[config.mk]
export PLATFORM = sky130hd
export DESIGN_NAME = rr_arbiter_param
export DESIGN_NICKNAME = d
export VERILOG_FILES = /design/src/rtl/rr_arbiter_param_pkg.sv /design/src/rtl/rr_arb_pick.sv /design/src/rtl/rr_arbiter_param.sv
export SDC_FILE = /design/constraint.sdc
export NUM_CORES = 1
export LEC_CHECK = 0
export CAP_MARGIN = 20
export CORE_MARGIN = 2
export CORE_UTILIZATION = 25
export DETAILED_ROUTE_END_ITERATION = 6
export SLEW_MARGIN = 15
export SYNTH_ARGS = -nofsm -noshare
export SYNTH_HDL_FRONTEND = slang
export SYNTH_HIERARCHICAL = 1
export SYNTH_SLANG_ARGS = --single-unit
[constraint.sdc]
create_clock -name clk -period 2.35 [get_ports clk]
set_clock_uncertainty 0.05 [all_clocks]
set_input_delay 0.47 -clock clk [delete_from_list [all_inputs] [get_ports clk]]
set_output_delay 0.47 -clock clk [all_outputs]
set_load 0.02 [all_outputs]
[src/rtl/rr_arbiter_param_pkg.sv]
// Shared definitions for the parametrised round-robin arbiter: default
// sizing, FSM state encoding and the hold counter width helper.
package rr_arbiter_param_pkg;

   localparam int DEF_CHANNELS = 8;
   localparam int DEF_MAX_HOLD = 0;

   typedef enum logic {
      IDLE  = 1'b0,
      GRANT = 1'b1
   } arb_state_t;

   // The hold counter only needs to reach MAX_HOLD-1, but it always keeps
   // at least one bit so the timeout-disabled build still elaborates.
   function automatic int hold_cnt_width(input int max_hold);
      return (max_hold > 0) ? $clog2(max_hold + 1) : 1;
   endfunction

endpackage

[src/rtl/rr_arb_pick.sv]
// Combinational lowest-bit picker with priority mask and internal fallback.
// The masked request set wins when non-empty; otherwise the raw request set
// is used, which gives the round-robin wrap-around. Fixed mode ignores the
// mask entirely so the lowest requesting index always wins.
module rr_arb_pick
   import rr_arbiter_param_pkg::*;
#(
   parameter int W     = DEF_CHANNELS,
   parameter int IDX_W = $clog2(W)
) (
   input  logic [W-1:0]     req,
   input  logic [W-1:0]     mask,
   input  logic             fixed,
   output logic [W-1:0]     winner,
   output logic [IDX_W-1:0] idx,
   output logic             any_req
);

   logic [W-1:0] masked;
   logic [W-1:0] cand;

   // Choose the candidate set and isolate its lowest set bit
   always_comb begin
      masked  = req & mask;
      cand    = (fixed || (masked == '0)) ? req : masked;
      winner  = cand & (~cand + {{(W-1){1'b0}}, 1'b1});
      any_req = |req;
   end

   // Encode the one-hot winner into a binary index (0 when nothing wins)
   always_comb begin
      idx = '0;
      for (int i = 0; i < W; i++) begin
         if (winner[i]) idx = i[IDX_W-1:0];
      end
   end

endmodule

[src/rtl/rr_arbiter_param.sv]
// Parametrised round-robin arbiter with a held, registered one-hot grant.
// The owner keeps the resource until it pulses done, drops its request, or
// (when MAX_HOLD > 0) exceeds its hold budget. Fixed-priority mode can be
// selected per pick without disturbing an active grant.
module rr_arbiter_param
   import rr_arbiter_param_pkg::*;
#(
   parameter int CHANNELS = DEF_CHANNELS,
   parameter int MAX_HOLD = DEF_MAX_HOLD,
   parameter int IDX_W    = $clog2(CHANNELS)
) (
   input  logic                clk,
   input  logic                reset,
   input  logic [CHANNELS-1:0] request,
   input  logic                done,
   input  logic                fixed_prio,
   output logic [CHANNELS-1:0] grant,
   output logic                grant_valid,
   output logic [IDX_W-1:0]    grant_idx,
   output logic                timeout_evt
);

   localparam int HC_W = hold_cnt_width(MAX_HOLD);
   localparam logic [HC_W-1:0] HOLD_LAST = (MAX_HOLD > 0) ? HC_W'(MAX_HOLD - 1) : '0;

   arb_state_t          state;
   logic [CHANNELS-1:0] prio_mask;
   logic [HC_W-1:0]     hold_cnt;

   logic [CHANNELS-1:0] win;
   logic [IDX_W-1:0]    win_idx;
   logic                any_req;
   logic                owner_req;
   logic                timeout_hit;
   logic                release_evt;
   logic [CHANNELS-1:0] next_mask;

   rr_arb_pick #(
      .W     (CHANNELS),
      .IDX_W (IDX_W)
   ) u_pick (
      .req     (request),
      .mask    (prio_mask),
      .fixed   (fixed_prio),
      .winner  (win),
      .idx     (win_idx),
      .any_req (any_req)
   );

   // Release conditions for the current owner and the mask that a new grant
   // to the current winner would leave behind (only channels above it)
   always_comb begin
      owner_req   = |(request & grant);
      timeout_hit = (MAX_HOLD > 0) && (hold_cnt == HOLD_LAST);
      release_evt = done || !owner_req || timeout_hit;
      next_mask   = ~((win << 1) - {{(CHANNELS-1){1'b0}}, 1'b1});
   end

   // Arbitration FSM with registered grant, index, mask and hold counter
   always_ff @(posedge clk or posedge reset) begin
      if (reset) begin
         state       <= IDLE;
         grant       <= '0;
         grant_valid <= 1'b0;
         grant_idx   <= '0;
         timeout_evt <= 1'b0;
         hold_cnt    <= '0;
         prio_mask   <= '1;
      end else begin
         timeout_evt <= 1'b0;
         case (state)
            IDLE: begin
               if (any_req) begin
                  grant       <= win;
                  grant_valid <= 1'b1;
                  grant_idx   <= win_idx;
                  prio_mask   <= next_mask;
                  hold_cnt    <= '0;
                  state       <= GRANT;
               end
            end
            GRANT: begin
               if (release_evt) begin
                  timeout_evt <= timeout_hit && !done && owner_req;
                  if (any_req) begin
                     grant       <= win;
                     grant_valid <= 1'b1;
                     grant_idx   <= win_idx;
                     prio_mask   <= next_mask;
                     hold_cnt    <= '0;
                  end else begin
                     grant       <= '0;
                     grant_valid <= 1'b0;
                     grant_idx   <= '0;
                     state       <= IDLE;
                  end
               end else if (hold_cnt != {HC_W{1'b1}}) begin
                  hold_cnt <= hold_cnt + HC_W'(1);
               end
            end
            default: state <= IDLE;
         endcase
      end
   end

endmodule

Word-level counts from Yosys, hierarchy flattened:

Cells that the tools add are included.

* add/sub/neg operators: 2
* $mul: 0
* divide/modulo/power cells: 0
* $lt $le $gt $ge: 0
* equal/unequal tests: 2
* shifts and indexed selects: 0
* mux-type cells: 25
* bitwise operators: 6
* reduce and logical (&&, ||, !) cells: 7

Operators with widths (number)
* $mux 8: 6
* $pmux 8 s2: 2
* $and 8x8->8: 3
* $mux 3: 7
* $not 8->8: 2
* $reduce_or 8->1: 2
* $add 8x1->8 const B: 1
* $logic_not 8->1: 1
* $sub 8x1->8 const B: 1
* $pmux 3 s2: 1
* $mux 1: 5
* $mux 2: 2
* $pmux 1 s2: 2
* $logic_or 1x1->1: 2
* $ne 2x1->1 const B: 1
* $ne 2x2->1 const B: 1
* $reduce_and 2->1: 1
* $logic_not 1->1: 1
* $not 1->1: 1

* register bits: 21
* bits in latches: 0
* memory bits (writable): 0
* ROM bits: 0
* input port bits: 12
* output and inout port bits: 13
* logic and storage cells: 47
* memories: 0

Longest topological paths before layout:

Gate-level depths: netlist of run 1.

* depth in word-level cells: 17
* gate-level depth with buffers: 10
* gate-level depth less buffers: 10

Cells and area by module:

The synthesis of run 1 kept the hierarchy.

Modules (own cells, without submodules)
* rr_arbiter_param: times used 1, cells each 72, area an instance 954.7 sq um, sequential area each 535.5 sq um
* rr_arb_pick: times used 1, cells each 36, area an instance 256.5 sq um, sequential area each 0.0 sq um

Worst setup path before layout of run 1:

No wires, ideal clock.

* path kind: register to register
* from: reg prio_mask[5]
* to: reg prio_mask[7]
* setup time: 0.082 ns
* arrival: 2.341 ns
* data required time: 2.218 ns
* slack: -0.123 ns
* cell stages (with the launch flop): 11
* buffers on the path: 0
* period minus slack after synthesis: 2.473 ns
* cell sequence: dfstp_2 -> a22oi_1 -> a41o_4 -> o21ai_1 -> and2b_1 -> inv_1 -> ha_1 -> nor3b_1 -> nand2_1 -> xor2_1 -> mux2_2

* longest elaborated chain between the ends: 12

Ends and longest elaborated chain
* start, declared: line rr_arbiter_param.sv:27 `logic [CHANNELS-1:0] prio_mask;`
* start signal, assigned: line rr_arbiter_param.sv:77 `prio_mask <= next_mask;`
* start signal, assigned: line rr_arbiter_param.sv:89 `prio_mask <= next_mask;`
* $and 8x8->8 *: line rr_arb_pick.sv:24 `masked = req & mask;`
* $logic_not 8->1 *: line rr_arb_pick.sv:25 `cand = (fixed || (masked == '0)) ? req : masked;`
* $logic_or 1x1->1 *: line rr_arb_pick.sv:25
* $mux 8 *: line rr_arb_pick.sv:25
* $not 8->8: line rr_arb_pick.sv:26 `winner = cand & (~cand + {{(W-1){1'b0}}, 1'b1});`
* $add 8x1->8: line rr_arb_pick.sv:26
* $and 8x8->8 *: line rr_arb_pick.sv:26
* via win[1]: line rr_arbiter_param.sv:30 `logic [CHANNELS-1:0] win;`
* $sub 8x1->8 *: line rr_arbiter_param.sv:56 `next_mask = ~((win << 1) - {{(CHANNELS-1){1'b0}}, 1'b1});`
* $not 8->8 *: line rr_arbiter_param.sv:56
* $mux 8 *: line rr_arbiter_param.sv:73, rr_arbiter_param.sv:85
* $mux 8: line rr_arbiter_param.sv:83 `if (release_evt) begin`
* $pmux 8 s2 *: line rr_arbiter_param.sv:71 `case (state)`

The timed path passes the listed nets; every way through them passes the cells marked *. The select of a mux whose other input is x is not followed.
A chain may end at the register's enable or synchronous reset.

Final worst setup path of run 1:

* from: reg prio_mask[1]
* to: reg prio_mask[7]

* longest elaborated chain between the ends: 12

Ends and longest elaborated chain (line)
* $and 8x8->8 *: rr_arb_pick.sv:24
* $logic_not 8->1: rr_arb_pick.sv:25
* $logic_or 1x1->1: rr_arb_pick.sv:25
* $mux 8 *: rr_arb_pick.sv:25
* $not 8->8: rr_arb_pick.sv:26
* $add 8x1->8: rr_arb_pick.sv:26
* $and 8x8->8 *: rr_arb_pick.sv:26
* via win[1]: rr_arbiter_param.sv:30
* $sub 8x1->8 *: rr_arbiter_param.sv:56
* $not 8->8 *: rr_arbiter_param.sv:56
* $mux 8 *: rr_arbiter_param.sv:73, rr_arbiter_param.sv:85
* $mux 8: rr_arbiter_param.sv:83
* $pmux 8 s2 *: rr_arbiter_param.sv:71

Marks and branches as above.

==> results of run 1 <==
[layout make-up]
| cell class | count | share of cell area (%) |
|---|---|---|
| Clock buffer | 4 | 2.32 |
| Multi-Input combinational cell | 79 | 36.0 |
| Inverter | 4 | 0.773 |
| Sequential cell | 21 | 27.6 |
| Tap cell | 54 | 3.48 |
| Timing Repair Buffer | 71 | 29.9 |
[flip-flops by register name, indices dropped and copies added, names as in the netlist]
| register | count |
|---|---|
| grant | 8 |
| prio_mask | 8 |
| grant_idx | 3 |
| grant_valid | 1 |
| state | 1 |
[cell families after synthesis]
| logic type | after synthesis | share of synthesized area [%] |
|---|---|---|
| xor+xnor | 5 | 3.62 |
| other cells | 1 | 0.310 |
| simple gates | 25 | 13.9 |
| compound gates | 40 | 26.0 |
| buf+inv | 8 | 4.34 |
| flops | 21 | 44.2 |
| mux | 7 | 6.51 |
| fa+ha+maj | 1 | 1.03 |
[per-layer routing]
layer	part of all wire (%)	vias to the layer above	global-route usage (%)
li1	-	554	-
met1	47	567	18.7
met2	46	36	23.2
met3	5.9	2	2.33
met4	0.76	0	3.23
met5	0	-	0
[worst max-delay path, delay by kind of cell, from the launching register on]
family / cells / cell delay (ns)
flip-flops: 1 / 0.56
AO/OA/AOI/OAI: 3 / 0.54
AND/OR/NAND/NOR: 3 / 0.53
multiplexers: 1 / 0.26
XOR/XNOR: 1 / 0.14
adder cells (fa/ha/maj): 1 / 0.13
buffers and inverters: 1 / 0.08
[power groups by stage]
stage               combinational, uW  sequential [uW]  clock [uW]
finish                            903              595         241
global route                      972              609         266
CTS                               866              595         246
detailed placement                836              594           0
global placement                  828              590           0
floorplan                         385              634           0
[final timing paths]
check	cells after the start	endpoint	slack (ns)	from
min in group asynchronous	3	grant[7]	0.47	reset
setup reg to reg	10	prio_mask[7]	-0.03	prio_mask[1]
hold / removal	1	grant_valid	0.45	state
hold reg to reg	1	grant_valid	0.45	state
setup / recovery	10	prio_mask[7]	-0.03	prio_mask[1]
max in group asynchronous	3	prio_mask[1]	1.50	reset
[timing repair]
item,in CTS,in global routing
setup endpoints to repair,7,5
setup buffers,2,2
resized for setup,15,8
pin swaps,3,3
[metrics by stage]
step / power, uW / TNS, ns / util [%]
after floorplan: 1020 / 0 / -
after global placement: 1420 / -3.62 / 38.6
after detailed placement: 1430 / -3.92 / 38.6
after CTS: 1710 / -0.0319 / 40.4
after global routing: 1850 / -0.236 / 41.4
final: 1740 / -0.0265 / 41.4
[cells in the final DEF, fill, tap and decap left out, drive strengths merged, types with 7 or more instances in the layout]
| cell type | count |
|---|---|
| a22o | 11 |
| a22oi | 8 |
| buf | 48 |
| clkdlybuf4s50 | 15 |
| dfrtp | 13 |
| dfstp | 8 |
| dlygate4sd2 | 8 |
| mux2 | 7 |
| o21ai | 9 |
==> flow_summary.json, run 1 <==
{
  "antenna_cells": 0,
  "power_density_nw_per_um2": 895,
  "combPwrFrac_pct": 51.9,
  "clockPowerShare_pct": 13.9,
  "numCtsBuffers": 3,
  "instances_no_fill": 233,
  "cts_tree": "done",
  "cts_root_buf": "clkbuf_8",
  "antenna_found_initial": 0,
  "die_y_microns": 73.6,
  "synth_area_leaders": "dfrtp_1 (27%), dfstp_2 (17%), a22o_1 (8.0%), mux2_2 (6.5%), a22oi_1 (5.0%)",
  "io_buffer_count": 23,
  "worstPathRequired_ns": 2.50,
  "syn2layout_area_growth_pct": 60.4,
  "cp_data_arrival_time_ns": 2.52,
  "grt_pass1_wl_microns": 5780,
  "cp_slowest_stage_delay_ns": 0.56,
  "p_int_uw": 1130,
  "cpMaxStageDelayCell": "dfstp_2",
  "place_hpwl_microns": 2690,
  "fillers": 443,
  "ios": 25,
  "drive_above_1_share_pct": 49.7,
  "core_sq_um": 4690,
  "clockBufferDepth": 2,
  "dpl-instance-area_sq_um": 1810,
  "std_cell_rows": 25,
  "yosys.area.top_type": "dfrtp_1",
  "start_kind": "flip-flop",
  "finalMaxSlewViolations": 0,
  "maxCapViolCount": 0,
  "grt_max_degree": 22,
  "dp_slack_ns": -0.480,
  "async_flop_share_pct": 100,
  "cp-end-kind": "flip-flop",
  "p_leak_uw": 0.000838,
  "cts.sinks": 21,
  "fin_ws_ns": -0.0265,
  "netlist_area_sq_um": 1210,
  "p_sw_uw": 607,
  "synth_cell_types": 40,
  "post_drt_wl_per_cell_microns": 15.3,
  "drt-total-wl_microns": 3560,
  "nets": 193,
  "timing.hold.ws_ns": 0.448,
  "avgSynthCellArea_sq_um": 11.2,
  "die_x_microns": 73.6,
  "synth.top_cells.by_count": "dfrtp_1 (13), a22o_1 (11), a22oi_1 (8), dfstp_2 (8), mux2_2 (7)",
  "vias": 1159,
  "clk_pin_slew_ns": 0.07,
  "htreeDepth": 1,
  "violations": "setup timing",
  "fin_area_sq_um": 1940,
  "period_minus_slack_ns": 2.38,
  "drtPass1Iterations": 4,
  "irDropWorstVdd_mv": 0.248,
  "setup_viol": 1,
  "yosysSeqAreaShare_pct": 44.2,
  "synth_top_cell_area_share_pct": 26.9,
  "yosysWarningCount": 6,
  "grt_util_all_layers_pct": 13.9,
  "worstHoldPathType": "reg2reg",
  "grt_pass1_vias": 1159,
  "max_freq_mhz": 421,
  "cts_hold_buf": 0,
  "p_sw_share_pct": 34.9,
  "synthFlopType": "dfrtp_1",
  "postSynthNetCount": 121,
  "rsz0062_at_grt": "yes",
  "placed_cells": 225,
  "crit_type": "reg2reg",
  "yosysMostFrequentCell": "dfrtp_1",
  "register_area_sq_um": 536,
  "finalHoldViolCount": 0,
  "ys_seq_elements": 21,
  "outcome": "finished with violations",
  "die_area_sq_um": 5420,
  "synth_edf_count": 0,
  "pwr-share-seq_pct": 34.2,
  "crit_chain": "a22oi_2 -> a41o_4 -> o21ai_4 -> and2b_2 -> inv_2 -> ha_4 -> nor3b_4 -> nand2_1 -> xor2_1 -> mux2_4",
  "multi_input_area_sq_um": 699,
  "ant_nets": 0,
  "synthCells": 108,
  "viasPerCell": 4.97,
  "initial_core_util_pct": 25.8,
  "drt-initial-drc-count": 48,
  "place.gp.congestion": 0.893,
  "cp_max_fo": 5,
  "insertion_delay_ns": 0.27,
  "min_period_over_period_pct": 101,
  "drcViolationCount": 0,
  "globalRoute.totalOverflow": 0
}
Note: power is estimated with default switching activity, not from simulation.
==> inputs of run 2 (changes only) <==
--- a/config.mk
+++ b/config.mk
@@ -9,7 +9,6 @@
 export CORE_MARGIN = 2
 export CORE_UTILIZATION = 25
 export DETAILED_ROUTE_END_ITERATION = 6
-export SLEW_MARGIN = 15
 export SYNTH_ARGS = -nofsm -noshare
 export SYNTH_HDL_FRONTEND = slang
 export SYNTH_HIERARCHICAL = 1
==> results of run 2 <==
Same layout as run 1: the final DEF is identical, and so are final timing and power.
